===== config.mk =====
export PLATFORM = sky130hd
export DESIGN_NAME = id_ex_pipeline_reg
export DESIGN_NICKNAME = d
export VERILOG_FILES = /design/src/rtl/id_ex_pipeline_reg.sv
export SDC_FILE = /design/constraint.sdc
export NUM_CORES = 1
export LEC_CHECK = 0
export CORE_ASPECT_RATIO = 2
export CORE_UTILIZATION = 33
export CTS_BUF_LIST = sky130_fd_sc_hd__clkbuf_4
export DETAILED_ROUTE_END_ITERATION = 8
export DONT_BUFFER_PORTS = 1
export REMOVE_ABC_BUFFERS = 1
export SYNTH_ARGS = -nofsm -noshare
export SYNTH_HDL_FRONTEND = slang
export SYNTH_SLANG_ARGS = --single-unit

===== constraint.sdc =====
create_clock -name clk -period 4.16 [get_ports clk]
set_input_delay 0.832 -clock clk [delete_from_list [all_inputs] [get_ports clk]]
set_output_delay 0.832 -clock clk [all_outputs]
set_load 0.02 [all_outputs]

===== src/rtl/id_ex_pipeline_reg.sv =====
// -----------------------------------------------------------------------------
// id_ex_pipeline_reg
//
// ID/EX pipeline register of the 5-stage RV32I core. It captures the decoded
// instruction, operands, immediate and control bits at the end of ID and
// presents them to EX one cycle later. It supports stall (hold), flush
// (bubble insert) and a valid bit, and counts inserted bubbles.
//
// Every update happens on posedge clk with priority reset > flush > stall > load.
// All outputs come straight from registers, so no input reaches an output
// through combinational logic.
//
// Ports
//   clk          : clock
//   reset        : synchronous, active-high reset
//   id_valid     : ID holds a real instruction this cycle
//   id_inst      : instruction word from IF/ID
//   id_pc        : PC of the ID instruction
//   id_rs1_data  : register file read data, port 1
//   id_rs2_data  : register file read data, port 2
//   id_imm       : sign-extended immediate
//   id_rd        : destination register index
//   id_ctrl      : {is_halted, reg_write, mem_to_reg, mem_write, mem_read, alu_src}
//   stall        : hold current contents
//   flush        : replace contents with a bubble
//   ex_valid     : EX holds a real instruction
//   ex_inst      : latched instruction (drives the ALU control unit)
//   ex_pc, ex_rs1_data, ex_rs2_data, ex_imm : latched datapath fields
//   ex_rs1/ex_rs2: source register indices taken from ex_inst
//   ex_rd        : latched destination register index
//   ex_ctrl      : latched control bits, same order as id_ctrl
//   bubble_cnt   : bubbles inserted since reset, saturating at 16'hFFFF
// -----------------------------------------------------------------------------
module id_ex_pipeline_reg #(
    parameter int          XLEN     = 32,
    parameter logic [31:0] NOP_INST = 32'h0000_0013
) (
    input  logic            clk,
    input  logic            reset,
    input  logic            id_valid,
    input  logic [31:0]     id_inst,
    input  logic [XLEN-1:0] id_pc,
    input  logic [XLEN-1:0] id_rs1_data,
    input  logic [XLEN-1:0] id_rs2_data,
    input  logic [XLEN-1:0] id_imm,
    input  logic [4:0]      id_rd,
    input  logic [5:0]      id_ctrl,
    input  logic            stall,
    input  logic            flush,
    output logic            ex_valid,
    output logic [31:0]     ex_inst,
    output logic [XLEN-1:0] ex_pc,
    output logic [XLEN-1:0] ex_rs1_data,
    output logic [XLEN-1:0] ex_rs2_data,
    output logic [XLEN-1:0] ex_imm,
    output logic [4:0]      ex_rs1,
    output logic [4:0]      ex_rs2,
    output logic [4:0]      ex_rd,
    output logic [5:0]      ex_ctrl,
    output logic [15:0]     bubble_cnt
);

    logic            valid_reg;
    logic [31:0]     inst_reg;
    logic [XLEN-1:0] pc_reg;
    logic [XLEN-1:0] rs1_data_reg;
    logic [XLEN-1:0] rs2_data_reg;
    logic [XLEN-1:0] imm_reg;
    logic [4:0]      rd_reg;
    logic [5:0]      ctrl_reg;
    logic [15:0]     bubble_cnt_reg;

    // Values written on a load. An invalid ID slot still loads its datapath
    // fields, but the instruction becomes a NOP and rd/ctrl are cleared so the
    // slot can never write a register, touch memory or halt.
    logic [31:0] load_inst_next;
    logic [4:0]  load_rd_next;
    logic [5:0]  load_ctrl_next;
    logic        bubble_event;

    genvar gi;
    generate
        for (gi = 0; gi < 6; gi++) begin : g_ctrl_gate
            assign load_ctrl_next[gi] = id_ctrl[gi] & id_valid;
        end
        for (gi = 0; gi < 5; gi++) begin : g_rd_gate
            assign load_rd_next[gi] = id_rd[gi] & id_valid;
        end
    endgenerate

    assign load_inst_next = id_valid ? id_inst : NOP_INST;

    // A bubble is written by a flush (even while stalled) or by a load of an
    // empty ID slot. Stalled cycles write nothing and so never count.
    assign bubble_event = flush | (~stall & ~id_valid);

    always_ff @(posedge clk) begin
        if (reset) begin
            valid_reg    <= 1'b0;
            inst_reg     <= NOP_INST;
            pc_reg       <= '0;
            rs1_data_reg <= '0;
            rs2_data_reg <= '0;
            imm_reg      <= '0;
            rd_reg       <= '0;
            ctrl_reg     <= '0;
        end else if (flush) begin
            // Flush beats stall: a squashed instruction must not linger in EX.
            valid_reg    <= 1'b0;
            inst_reg     <= NOP_INST;
            pc_reg       <= '0;
            rs1_data_reg <= '0;
            rs2_data_reg <= '0;
            imm_reg      <= '0;
            rd_reg       <= '0;
            ctrl_reg     <= '0;
        end else if (!stall) begin
            valid_reg    <= id_valid;
            inst_reg     <= load_inst_next;
            pc_reg       <= id_pc;
            rs1_data_reg <= id_rs1_data;
            rs2_data_reg <= id_rs2_data;
            imm_reg      <= id_imm;
            rd_reg       <= load_rd_next;
            ctrl_reg     <= load_ctrl_next;
        end
    end

    always_ff @(posedge clk) begin
        if (reset) begin
            bubble_cnt_reg <= '0;
        end else if (bubble_event && (bubble_cnt_reg != 16'hFFFF)) begin
            bubble_cnt_reg <= bubble_cnt_reg + 16'd1;
        end
    end

    assign ex_valid    = valid_reg;
    assign ex_inst     = inst_reg;
    assign ex_pc       = pc_reg;
    assign ex_rs1_data = rs1_data_reg;
    assign ex_rs2_data = rs2_data_reg;
    assign ex_imm      = imm_reg;
    assign ex_rd       = rd_reg;
    assign ex_ctrl     = ctrl_reg;
    assign bubble_cnt  = bubble_cnt_reg;

    // Source indices come from the registered instruction, so a bubble (NOP)
    // reads x0/x0 and can never match a forwarding source.
    assign ex_rs1 = inst_reg[19:15];
    assign ex_rs2 = inst_reg[24:20];

endmodule


==> results.txt <==
----------------------------------------------------
[Status]
  Outcome ... complete, no violations

[Place]
  Post-Place Worst Slack ... roughly 1.7 ns
  Buffers added on ports ... 0
  Gpl congestion ... 0.8062
  Half-perimeter wire length after detailed placement ... about 12 mm

[CTS]
  Reg clk slew, reported paths ... around 0.15 ns
  Total setup buffers inserted after CTS ... 0
  Worst-Skew Late Latency ... 0.58 ns
  CTS Buffer Depth ... 2
  Hold-fix buffer count after cts ... 0
  Total number of H-tree levels ... 4
  Number of buffers inserted during clock tree synthesis ... 17
  Post-cts gate resize count ... 0
  Library cell used as clock root buffer ... sky130_fd_sc_hd__clkbuf_4
  CTS tree ... built
  Clk sinks ... roughly 190

[Die]
  Count of boundary I/O pins ... 374
  Total die area ... 21330 µm²
  Die Span Y ... roughly 210 µm
  Placement row count ... 74
  Die Width ... roughly 100 µm
  Core Area ... 20370 µm²
  Effective utilization at floorplan ... 33.56%

[Power]
  Total internal power ... 0.002200 W
  Switch Pwr ... about 0.00084 W
  Static Leak ... ~2.9 nW
  Clk network pwr share ... ~30%
  Part of the power in registers ... about 65%
  Switching part of the total ... 27.62%
  PD cells ... between 400 and 500 nW/µm²
  Worst voltage drop across the vdd grid ... approximately 0.18 mV
  Tot Pwr ... 0.003040 W
  Part of the power in combinational logic ... a little over 5%

[Finish]
  Final Net Count ... between 800 and 900
  P&R area growth vs syn ... 5.454%
  End-of-flow core utilization ... approximately 35%
  Fraction of final layout cells sized beyond drive strength 1 ... 6.738%

[Routing]
  Routed len/inst ... about 19 µm
  Remaining antenna violation count ... 0
  Detailed Route Iter0 Violations ... 296
  Final routed DRC violation total ... 0
  Number of vias in the routed layout ... 4678
  Number of detailed-routing iterations run before antenna repair ... 4
  Total wire length after detailed routing ... ~17 mm
  Average vias per placed instance ... slightly above 5

[Setup path]
  Max stage delay on crit path ... 0.66 ns
  Critical Path, Cell by Cell ... nand4_4 -> nor4_2 -> buf_4 -> or4_1 -> mux2_2
  Reg-to-reg slack, setup ... a little under 2 ns
  Buffering stage count on the worst path with inverters included ... 1
  Gate family responsible for the most delay along the worst path ... simple AND/OR/NAND/NOR gates
  R2r startpoint ... bubble_cnt[2]
  CP arrival ... between 2 and 3 ns
  Worst path depth ... 5
  Worst reg-to-reg path cell count ... 5
  Cell with the largest stage delay on the worst path ... sky130_fd_sc_hd__dfxtp_1
  Startpoint type of the worst setup path ... flip-flop
  Required time at the worst-slack endpoint ... 4.65 ns
  Capturing point of the worst reg2reg path ... bubble_cnt[9]
  CP Capture Type ... flip-flop
  Highest fanout seen on the critical path ... 13
  Kind of critical path ... reg2reg

[Logic synthesis]
  Post-synthesis instance area ... 6837 µm²
  Post-Synthesis Cells ... 676
  Distinct cell type count of the synthesized netlist ... 34
  Syn Area/Cell ... 10.11 µm²
  Count of yosys warnings during synthesis ... 0
  Seq/Total Area, Yosys ... a little under three fifths
  Number of flip-flops and latches in the synthesized netlist ... between 150 and 200

[Timing]
  Peak clock frequency supported by timing ... 453.5 MHz
  Fin Hold WS ... around 0.29 ns
  Worst-case setup margin in the final layout ... between 1.5 and 2 ns
  Max-slew violation total from the final report ... 0
  Final TNS setup ... 0 ns
  Fin crit share ... a little over half
  Setup skew after layout ... about 0.01 ns
  Max-slew headroom at the worst pin ... just under 30%
  Post-route minimum period ... approximately 2.2 ns
  Final Setup Violations ... 0
  Unrepaired setup endpoints after global routing ... no
  Measured slew at the worst slew-check pin ... approximately 1.1 ns
  Number of endpoints with negative hold slack in the final report ... 0

[Worst hold path]
  Startpoint of the most critical hold path ... reset
  Capture endpoint of the worst hold path ... bubble_cnt[0]
  Number of cells traversed by the worst hold path ... 1
  Path category of the worst min-delay check ... in2reg

[GRT]
  Total overflow reported by the global router ... 0
  Largest net degree at the start of global routing ... approximately 170
  First-pass GRT wire length ... roughly 26 mm
  Total Routing Usage GR ... approximately 16%
  Number of antenna violations at the first check in global routing ... 2
  Vias in the first global route ... ~4400

[Flow run]
  Max-cap viol count ... 0

----------------------------------------------------
[cell usage after synthesis]
library cell / n / area share [%]
sky130_fd_sc_hd__o22ai_1: 3 / 0.27
sky130_fd_sc_hd__nor2b_1: 3 / 0.27
sky130_fd_sc_hd__nand4_1: 3 / 0.27
sky130_fd_sc_hd__a22oi_1: 40 / 4.4
sky130_fd_sc_hd__o311a_1: 1 / 0.15
sky130_fd_sc_hd__ha_1: 1 / 0.18
sky130_fd_sc_hd__nor4_1: 4 / 0.37
sky130_fd_sc_hd__buf_4: 10 / 1.1
sky130_fd_sc_hd__mux2_2: 3 / 0.49
sky130_fd_sc_hd__nand3_1: 7 / 0.51
sky130_fd_sc_hd__nor3_1: 1 / 0.073
sky130_fd_sc_hd__or4_1: 8 / 0.88
sky130_fd_sc_hd__a21oi_1: 11 / 0.81
sky130_fd_sc_hd__inv_1: 6 / 0.33
sky130_fd_sc_hd__a41o_1: 1 / 0.15
sky130_fd_sc_hd__o41ai_1: 1 / 0.13
sky130_fd_sc_hd__nand4_2: 1 / 0.18
sky130_fd_sc_hd__dfxtp_1: 188 / 55
sky130_fd_sc_hd__nor2_1: 175 / 9.6
sky130_fd_sc_hd__nand2_1: 10 / 0.55
sky130_fd_sc_hd__or3_4: 1 / 0.16
sky130_fd_sc_hd__o311ai_0: 1 / 0.13
sky130_fd_sc_hd__o31ai_1: 6 / 0.66
sky130_fd_sc_hd__buf_2: 7 / 0.51
sky130_fd_sc_hd__or2_2: 2 / 0.18
sky130_fd_sc_hd__clkbuf_1: 33 / 1.8
sky130_fd_sc_hd__nor4_2: 1 / 0.18
sky130_fd_sc_hd__o21ai_0: 4 / 0.29
sky130_fd_sc_hd__or3_1: 5 / 0.46
sky130_fd_sc_hd__buf_1: 7 / 0.38
sky130_fd_sc_hd__mux2i_1: 129 / 19
sky130_fd_sc_hd__o21bai_1: 1 / 0.11
sky130_fd_sc_hd__o21ba_2: 1 / 0.15
sky130_fd_sc_hd__nand4_4: 1 / 0.31
[layout make-up]
class	count	area, µm²
Fill cell	2097	13160
Sequential cell	188	3764
Multi-Input combinational cell	425	2800
Tap cell	266	332.8
Clock buffer	19	142.6
Clock inverter	13	112.6
Timing Repair Buffer	2	27.53
Inverter	6	22.52
Antenna cell	3	7.507
[metrics by stage]
step | instance area [µm²] | instances
2_1_floorplan | 6576 | 619
3_3_place_gp | 6947 | 887
3_5_place_dp | 6947 | 887
4_1_cts | 7202 | 919
5_1_grt | 7207 | 921
6_report | 7209 | 922
[worst max path at each step]
stage / startpoint / to / slack (ns)
6_report: bubble_cnt[2] / bubble_cnt[9] / 1.96
5_1_grt: bubble_cnt[2] / bubble_cnt[9] / 1.82
4_1_cts: bubble_cnt[2] / bubble_cnt[9] / 1.92
3_5_place_dp: stall / bubble_cnt[9] / 1.69
3_3_place_gp: stall / bubble_cnt[9] / 1.72
2_1_floorplan: reset / ex_ctrl[0] / 1.52
[metal layers]
metal	part of all wire [%]	GRT usage (%)
met1	36	16.11
met2	52	27.49
met3	7.2	5.765
met4	4.0	9.796
met5	0	0
[power groups by stage]
stage / clock, W / combinational, W / sequential, W
3_5_place_dp: 0 / 0.000157 / 0.00200
4_1_cts: 0.000978 / 0.000158 / 0.00196
6_report: 0.000926 / 0.000155 / 0.00196
2_1_floorplan: 0 / 0.000134 / 0.00198
5_1_grt: 0.00104 / 0.000177 / 0.00197
3_3_place_gp: 0 / 0.000153 / 0.00200
[placed cells by master, fill, tap and decap left out, types with 2 or more instances in the layout]
cell / netlist / final
sky130_fd_sc_hd__nor2_1: 175 / 175
sky130_fd_sc_hd__or4_1: 8 / 8
sky130_fd_sc_hd__o21ai_0: 4 / 4
sky130_fd_sc_hd__nand3_1: 7 / 7
sky130_fd_sc_hd__o31ai_1: 6 / 6
sky130_fd_sc_hd__o22ai_1: 3 / 3
sky130_fd_sc_hd__mux2_2: 3 / 3
sky130_fd_sc_hd__clkinv_4: 0 / 2
sky130_fd_sc_hd__mux2i_1: 129 / 129
sky130_fd_sc_hd__nor2b_1: 3 / 2
sky130_fd_sc_hd__a22oi_1: 40 / 40
sky130_fd_sc_hd__diode_2: 0 / 3
sky130_fd_sc_hd__nand4_1: 3 / 3
sky130_fd_sc_hd__clkinvlp_4: 0 / 5
sky130_fd_sc_hd__or3_1: 5 / 5
sky130_fd_sc_hd__a21oi_1: 11 / 11
sky130_fd_sc_hd__nor4_1: 4 / 4
sky130_fd_sc_hd__clkbuf_4: 0 / 19
sky130_fd_sc_hd__dfxtp_1: 188 / 188
sky130_fd_sc_hd__inv_1: 6 / 6
sky130_fd_sc_hd__nand2_1: 10 / 10
sky130_fd_sc_hd__inv_8: 0 / 4
[cells by family (layout without fill, tap and decap cells)]
logic type	Yosys count	in the layout	synth area share, %
AND/OR/NAND/NOR	222	222	14.02
buffers and inverters	63	40	4.136
AO/OA/AOI/OAI	70	70	7.229
multiplexers	132	132	19.38
other	0	3	0
adder cells (fa/ha/maj)	1	1	0.1830
flip-flops	188	188	55.05
(Power assumes the default switching activity.)
